$ cat config.mk
export PLATFORM = sky130hd
export DESIGN_NAME = move_entry
export DESIGN_NICKNAME = d
export VERILOG_FILES = /design/src/rtl/tictactoe_pkg.sv /design/src/rtl/sync2.sv /design/src/rtl/move_entry.sv
export SDC_FILE = /design/constraint.sdc
export NUM_CORES = 1
export LEC_CHECK = 0
export CORE_AREA = 2 2 68 70
export CTS_BUF_LIST = sky130_fd_sc_hd__clkbuf_4
export DETAILED_ROUTE_END_ITERATION = 10
export DIE_AREA = 0 0 70 72
export PLACE_DENSITY = 0.81
export SLEW_MARGIN = 20
export SYNTH_ARGS = -nofsm -noshare
export SYNTH_HDL_FRONTEND = slang
export SYNTH_SLANG_ARGS = --single-unit
$ cat constraint.sdc
create_clock -name ph2 -period 4.05 [get_ports ph2]
set_input_delay 1.0125 -clock ph2 [delete_from_list [all_inputs] [get_ports ph2]]
set_output_delay 1.0125 -clock ph2 [all_outputs]
set_load 0.01 [all_outputs]
$ cat src/rtl/tictactoe_pkg.sv
// Shared types and constants for the tic-tac-toe move entry path.
// Board cell encoding, FSM state encoding and the default debounce length.
package tictactoe_pkg;

    typedef enum logic [1:0] {
        EMPTY = 2'b00,
        P1    = 2'b01,
        P2    = 2'b10
    } cell_t;

    localparam int NUM_CELLS        = 9;
    localparam int DEBOUNCE_DEFAULT = 4;

    typedef enum logic [2:0] {
        IDLE,
        DEBOUNCE,
        CHECK,
        WRITE,
        REJECT,
        RELEASE
    } move_state_t;

    // Index of the set bit; only meaningful when exactly one bit is set.
    function automatic logic [3:0] onehot_index(input logic [NUM_CELLS-1:0] v);
        logic [3:0] idx;
        idx = '0;
        for (int i = 0; i < NUM_CELLS; i++) begin
            if (v[i]) idx = 4'(i);
        end
        return idx;
    endfunction

endpackage

$ cat src/rtl/sync2.sv
// Two-flop synchronizer for asynchronous inputs, synchronous active-low reset.
module sync2 #(
    parameter int WIDTH = 1
) (
    input  logic             clk,
    input  logic             reset,
    input  logic [WIDTH-1:0] d,
    output logic [WIDTH-1:0] q
);

    logic [WIDTH-1:0] meta;

    always_ff @(posedge clk) begin
        if (!reset) begin
            meta <= '0;
            q    <= '0;
        end else begin
            meta <= d;
            q    <= meta;
        end
    end

endmodule

$ cat src/rtl/move_entry.sv
// Debounces the nine cell buttons and turns one clean press into a single
// move strobe (empty cell, game running) or a single reject pulse.
module move_entry
    import tictactoe_pkg::*;
#(
    parameter int DEBOUNCE_CYCLES = DEBOUNCE_DEFAULT
) (
    input  logic                   ph1,
    input  logic                   ph2,
    input  logic                   reset,
    input  logic [NUM_CELLS-1:0]   keyRaw,
    input  logic [2*NUM_CELLS-1:0] gBoard,
    input  logic                   gameIsDone,
    output logic                   playerWrite,
    output logic [3:0]             playerInput,
    output logic                   moveRejected,
    output logic                   busy
);

    // All state advances on ph2; ph1 is carried for interface compatibility.
    logic unused_ph1;
    assign unused_ph1 = ph1;

    logic [NUM_CELLS-1:0] keySync;
    move_state_t          state, state_n;
    logic [3:0]           count, count_n;
    logic [3:0]           idx, idx_n;
    logic [NUM_CELLS-1:0] cap_mask;
    logic [3:0]           count_inc;

    sync2 #(.WIDTH(NUM_CELLS)) u_sync (
        .clk   (ph2),
        .reset (reset),
        .d     (keyRaw),
        .q     (keySync)
    );

    assign cap_mask  = NUM_CELLS'(1) << idx;
    assign count_inc = (count == 4'hF) ? count : count + 4'd1;

    always_comb begin
        state_n = state;
        count_n = count;
        idx_n   = idx;
        case (state)
            IDLE: begin
                if ($onehot(keySync)) begin
                    idx_n   = onehot_index(keySync);
                    count_n = 4'd1;
                    state_n = DEBOUNCE;
                end
            end
            DEBOUNCE: begin
                if (keySync != cap_mask) begin
                    state_n = IDLE;
                end else begin
                    count_n = count_inc;
                    if (count_inc == 4'(DEBOUNCE_CYCLES)) state_n = CHECK;
                end
            end
            CHECK: begin
                // The only place the board and game status are looked at.
                if (gBoard[{idx, 1'b0} +: 2] == EMPTY && !gameIsDone)
                    state_n = WRITE;
                else
                    state_n = REJECT;
            end
            WRITE, REJECT: begin
                count_n = 4'd0;
                state_n = RELEASE;
            end
            RELEASE: begin
                if (keySync != '0) begin
                    count_n = 4'd0;
                end else begin
                    count_n = count_inc;
                    if (count_inc == 4'(DEBOUNCE_CYCLES)) state_n = IDLE;
                end
            end
            default: state_n = IDLE;
        endcase
    end

    // Outputs are registered from the next state so they line up with it.
    always_ff @(posedge ph2) begin
        if (!reset) begin
            state        <= IDLE;
            count        <= 4'd0;
            idx          <= 4'd0;
            playerWrite  <= 1'b0;
            playerInput  <= 4'd0;
            moveRejected <= 1'b0;
            busy         <= 1'b0;
        end else begin
            state        <= state_n;
            count        <= count_n;
            idx          <= idx_n;
            playerWrite  <= (state_n == WRITE);
            moveRejected <= (state_n == REJECT);
            busy         <= (state_n != IDLE);
            if (state_n == WRITE) playerInput <= idx_n;
        end
    end

endmodule

# Yosys cells after proc, flatten, opt, wreduce, memory -nomap -nowiden
# Cells that the tools add are included.
[totals]
ff_bits = 36
latchBits = 0
ramBits = 0
romBits = 0
inputBits = 31
out_inout_bits = 7
wordCells = 64
mem_count = 0
[classes]
addsub = 9
mul = 0
div = 0
order_cmp = 0
eq_ne = 13
shift = 2
muxes = 22
bitwise = 0
reduce_logical = 9
[ops]
columns = ["cell", "n"]
rows = [
  ["4-bit 2-to-1 mux", 13],
  ["3-bit 2-to-1 mux", 6],
  ["18-bit by 6-bit variable part select with 2-bit output", 1],
  ["4-bit one-hot mux with 4 select lines", 1],
  ["3-bit one-hot mux with 5 select lines", 1],
  ["3-bit by 2-bit == test with 1-bit output (second input constant)", 3],
  ["3-bit == test (second input constant)", 3],
  ["9-bit inequality test", 1],
  ["9-bit nonzero test", 1],
  ["1-bit by 4-bit left shift with 9-bit output (first input constant)", 1],
  ["1-bit by 1-bit adder with 2-bit output", 4],
  ["2-bit by 2-bit adder with 3-bit output", 2],
  ["3-bit by 3-bit adder with 4-bit output", 1],
  ["4-bit by 1-bit adder with 4-bit output", 1],
  ["4-bit by 1-bit adder with 4-bit output (second input constant)", 1],
  ["4-bit by 1-bit == test with 1-bit output (second input constant)", 1],
  ["4-bit by 3-bit == test with 1-bit output (second input constant)", 1],
  ["4-bit == test (second input constant)", 1],
  ["2-bit inequality test (second input constant)", 2],
  ["4-bit nonzero test", 1],
  ["3-bit by 1-bit == test with 1-bit output (second input constant)", 1],
  ["3-bit zero test", 1],
  ["3-bit AND reduction", 1],
  ["3-bit nonzero test", 1],
  ["other kinds (5)", 5],
]

# Longest topological paths before layout
[logic_depth]
depth_word = 10
mapped_depth = 14

# Cells and area by module
# A second synthesis with hierarchy kept.
[unflattened]
cells_unflattened = 211
hier_area_um2 = 2000.7
[modules_own_cells]
columns = ["mod", "instances", "cells_per_inst", "area_per_inst_um2", "seq_area_each_um2"]
rows = [
  ["move_entry", 1, 174, 1498.9, 360.3],
  ["sync2", 1, 37, 501.7, 360.3],
]

# Worst setup path after synthesis
# Ideal clock, no wire load.
[synth_timing]
path_type = "register -> register"
from = "register u_sync.q[0]"
to = "register playerInput[1]"
arrival_time_ps = 4180
t_required_ps = 3932
path_slack_ps = -248
path_stages_with_launch = 14
path_cell_list = "dfxtp_1 > inv_1 > fa_1 > fa_1 > fa_1 > fa_1 > fa_1 > nor2_1 > a31oi_1 > or4b_2 > nor3_2 > mux2_2 > mux2i_1 > nor2_1"
[synth_between]
elab_chain_len = 8
elab_cells_between_ends = 14
[synth_lines]
columns = ["item", "line", "text"]
rows = [
  ["start: declaration", "sync2.sv:8", "output logic [WIDTH-1:0] q"],
  ["start signal: assignment", "sync2.sv:19", "q <= meta;"],
  ["1-bit by 1-bit adder with 2-bit output (implied by the code)", "move_entry.sv:47", "if ($onehot(keySync)) begin"],
  ["2-bit by 2-bit adder with 3-bit output (implied by the code)", "move_entry.sv:47", ""],
  ["3-bit by 3-bit adder with 4-bit output (implied by the code)", "move_entry.sv:47", ""],
  ["4-bit by 1-bit adder with 4-bit output (implied by the code)", "move_entry.sv:47", ""],
  ["4-bit by 1-bit == test with 1-bit output", "move_entry.sv:47", ""],
  ["3-bit 2-to-1 mux", "move_entry.sv:47", ""],
  ["3-bit one-hot mux with 5 select lines", "move_entry.sv:45", "case (state)"],
  ["3-bit by 2-bit == test with 1-bit output", "move_entry.sv:101", "if (state_n == WRITE) playerInput <= idx_n;"],
  ["end signal: assignment", "move_entry.sv:101", ""],
  ["end: declaration", "move_entry.sv:15", "output logic [3:0] playerInput,"],
]
# Several ways; a longest one is shown, not always the timed one.
# A chain may end at the register's enable or synchronous reset.

# Final worst setup path
[layout_timing]
from = "register u_sync.q[0]"
to = "register playerInput[0]"
# The elaborated chain is that of the path after synthesis.

==> metrics.csv <==
metric;value;unit
ys_types;60;
drt_iter0_drc;87;
power_density;355;nW/µm²
cts_made_buffers;5;
diodes;0;
period_needed;4.16;ns
power_frac_seq;44.0;%
synthArstFlopShare;0;%
yosys-top-cells-area;dfxtp_1, and2_1, fa_1, inv_1, nor2_1;
area.growth.synth_to_final;29.2;%
cts.sinks;36;
hp-start;u_sync.meta[0];
crit_fanout;5;
worst_r2r_path_depth;13;
drtAntennaViolNets;0;
finalSetupViolCount;8;
fp.dieW;70;µm
maxCapViolations;0;
internal_power;0.659;mW
ys_ff_latch;36;
grt_pass1_vias;1666;
synth_edf_count;0;
coreArea;4260;µm²
hold_path.class;flop to flop;
r2r-end;playerInput[0];
power.switching;0.270;mW
crit_arrival;4.38;ns
run_status;complete, but fails checks;
hold_ws;0.441;ns
num-fill-cells;350;
place_area;2510;µm²
hold_end;u_sync.q[0];
post-route-drc-count;0;
hold_depth;1;
fin_ws;-0.109;ns
postLayoutCoreUtil;61.4;%
die_h;72;µm
ctsHoldBuffers;0;
clkLatencyLatePin;0.34;ns
via_per_inst;5.40;
worstSetupEndpointType;flop;
drive_gt1_share;17.6;%
failed_checks;negative setup slack;
grt_overflow;0;
yosys.area.top_type;dfxtp_1;
grt_max_degree;33;
num-nets-final;311;
hold_violations;0;
ios;38;
cts_root_buffer;clkbuf_4;
netlist_area;2030;µm²
rows;24;
rsz0062_at_grt;true;
startpoint_type;flop;
worst_pin_slew;0.555;ns
finalCritPeriodShare;103;%
drtPass1Iterations;4;
syn_area_per_cell;9.00;µm²
finClkSkew;0.0130;ns
relSlewSlack;63.0;%
r2r-start;u_sync.q[0];
synth-main-ff-cell;dfxtp_1;
hpwl;3.14;mm
dieArea;5040;µm²
wl_per_cell;13.1;µm
required;4.28;ns
io_buffer_count;36;
htreeDepth;2;
drt-total-wl;4.23;mm
syn_nets;265;
crit_type;flop to flop;
leakagePower;1.03;nW
combPwrFrac;29.8;%
vias;1750;
initial_core_util;47.5;%
path_clk_slew;0.10;ns
max_freq;240;MHz
p_sw_share;29.0;%
grt_pass1_wl;7.14;mm
antenna_found_initial;0;
gp_congestion;0.880;
ys_warn_count;0;
ff2ff_setup_slack;-0.11;ns
clockBufferDepth;2;
cts_tree;done;
grt_usage;17.7;%
final_area;2620;µm²
clock_power_share;26.2;%
slew_viol_final;0;
yosysTopAreaCellShare;35.6;%
ys_seq_area_share;35.6;%
syn_inst;225;
vdd_drop_max;0.220;mV
## registers in the layout (all words and copies together) (netlist names)
register and count:
u_sync.q 9, playerWrite 1, count 4, idx 4, u_sync.meta 9, moveRejected 1
playerInput 4, state 3, busy 1
## per-layer routing
| layer | GRT usage (%) | vias to the layer above | wire length [µm] |
|---|---|---|---|
| li1 | - | 885 | - |
| met1 | 21.8 | 796 | 1850 |
| met2 | 28.8 | 61 | 2010 |
| met3 | 4.72 | 8 | 278 |
| met4 | 8.76 | 0 | 93 |
| met5 | 0 | - | 0 |
## repair_timing
action,4_1_cts,5_1_grt
resized for setup,1,7
pin swaps,6,4
endpoints found under the setup margin,10,14
setup buffers,2,0
## cell families (layout without fill, tap and decap cells)
group                    count (synthesis)  in the layout  synth area share [%]
AO/OA/AOI/OAI                           40             40                  15.9
AND/OR/NAND/NOR                         99             99                  29.4
buffers and inverters                   30             77                  6.24
adder cells (fa/ha/maj)                  9              9                  7.41
multiplexers                             8              8                  4.14
XOR/XNOR                                 3              3                  1.30
flip-flops                              36             36                  35.6
## Yosys cell counts, drive strengths merged (3+ instances only)
cell type and number:
a31oi 3, fa 5, and4bb 3, or3 3, o21ai 7, nor2b 3
o211ai 4, nor3 6, ha 4, buf 4, nor2 21, nand3 5
nand2b 6, and2 23, mux2i 5, clkbuf 5, nand2 12, mux2 3
inv 21, dfxtp 36, a21oi 4
## layout make-up
class,instances,area (µm²),share of cell area (%)
multi-input cells,159,1220,46.7
clock buffers,5,37.5,1.43
inverters,21,78.8,3.01
well taps,52,65.1,2.49
flip-flops and latches,36,724,27.7
repair buffers,48,450,17.2
clock inverters,3,37.5,1.43
## power by group through the flow
stage / clock (mW) / sequential, mW / combinational (mW)
floorplan: 0 / 0.400 / 0.189
global placement: 0 / 0.415 / 0.253
detailed placement: 0 / 0.416 / 0.257
CTS: 0.249 / 0.408 / 0.270
global route: 0.261 / 0.413 / 0.305
finish: 0.243 / 0.409 / 0.276
## layout by cell type, fill, tap and decap left out, types with 3 or more instances in the layout
master | netlist | layout
a21oi_1 | 3 | 3
a31oi_1 | 3 | 3
and2_1 | 23 | 22
and4bb_2 | 3 | 3
buf_4 | 1 | 12
clkbuf_4 | 0 | 5
clkdlybuf4s50_1 | 0 | 36
dfxtp_1 | 36 | 33
dfxtp_2 | 0 | 3
fa_1 | 5 | 3
ha_1 | 4 | 4
inv_1 | 21 | 20
mux2_4 | 0 | 3
mux2i_1 | 5 | 4
nand2_1 | 12 | 12
nand2b_1 | 6 | 6
nand3_1 | 5 | 5
nor2_1 | 21 | 20
nor2b_1 | 3 | 3
nor3_1 | 5 | 4
o211ai_1 | 3 | 3
o21ai_0 | 6 | 5
or3_1 | 3 | 3
## stage by stage
step | instances | TNS [ns] | setup slack [ns] | total power [mW]
after floorplan | 225 | -0.0114 | -0.0114 | 0.589
after global placement | 315 | -0.486 | -0.123 | 0.668
after detailed placement | 315 | -0.916 | -0.174 | 0.673
after CTS | 325 | -0.581 | -0.133 | 0.927
after global routing | 324 | -2.09 | -0.260 | 0.980
final | 324 | -0.472 | -0.109 | 0.929
## worst max path at each step
stage                     endpoint  slack [ns]   startpoint  cells after the start
floorplan           playerInput[1]       -0.01  u_sync.q[0]                     13
global placement    playerInput[1]       -0.12  u_sync.q[0]                     13
detailed placement  playerInput[1]       -0.17  u_sync.q[0]                     13
CTS                 playerInput[0]       -0.13  u_sync.q[0]                     13
global route        playerInput[1]       -0.26  u_sync.q[0]                     13
finish              playerInput[0]       -0.11  u_sync.q[0]                     13
## worst max-delay path: stages (launching register included)
cell,delay [ns]
dfxtp_2,0.34
inv_2,0.04
fa_1,0.55
fa_1,0.44
fa_1,0.47
fa_2,0.36
fa_2,0.34
nor2_1,0.09
a31oi_1,0.09
or4b_4,0.52
nor3_4,0.27
mux2_4,0.34
mux2i_1,0.15
nor2_1,0.06
(Power assumes the default switching activity.)
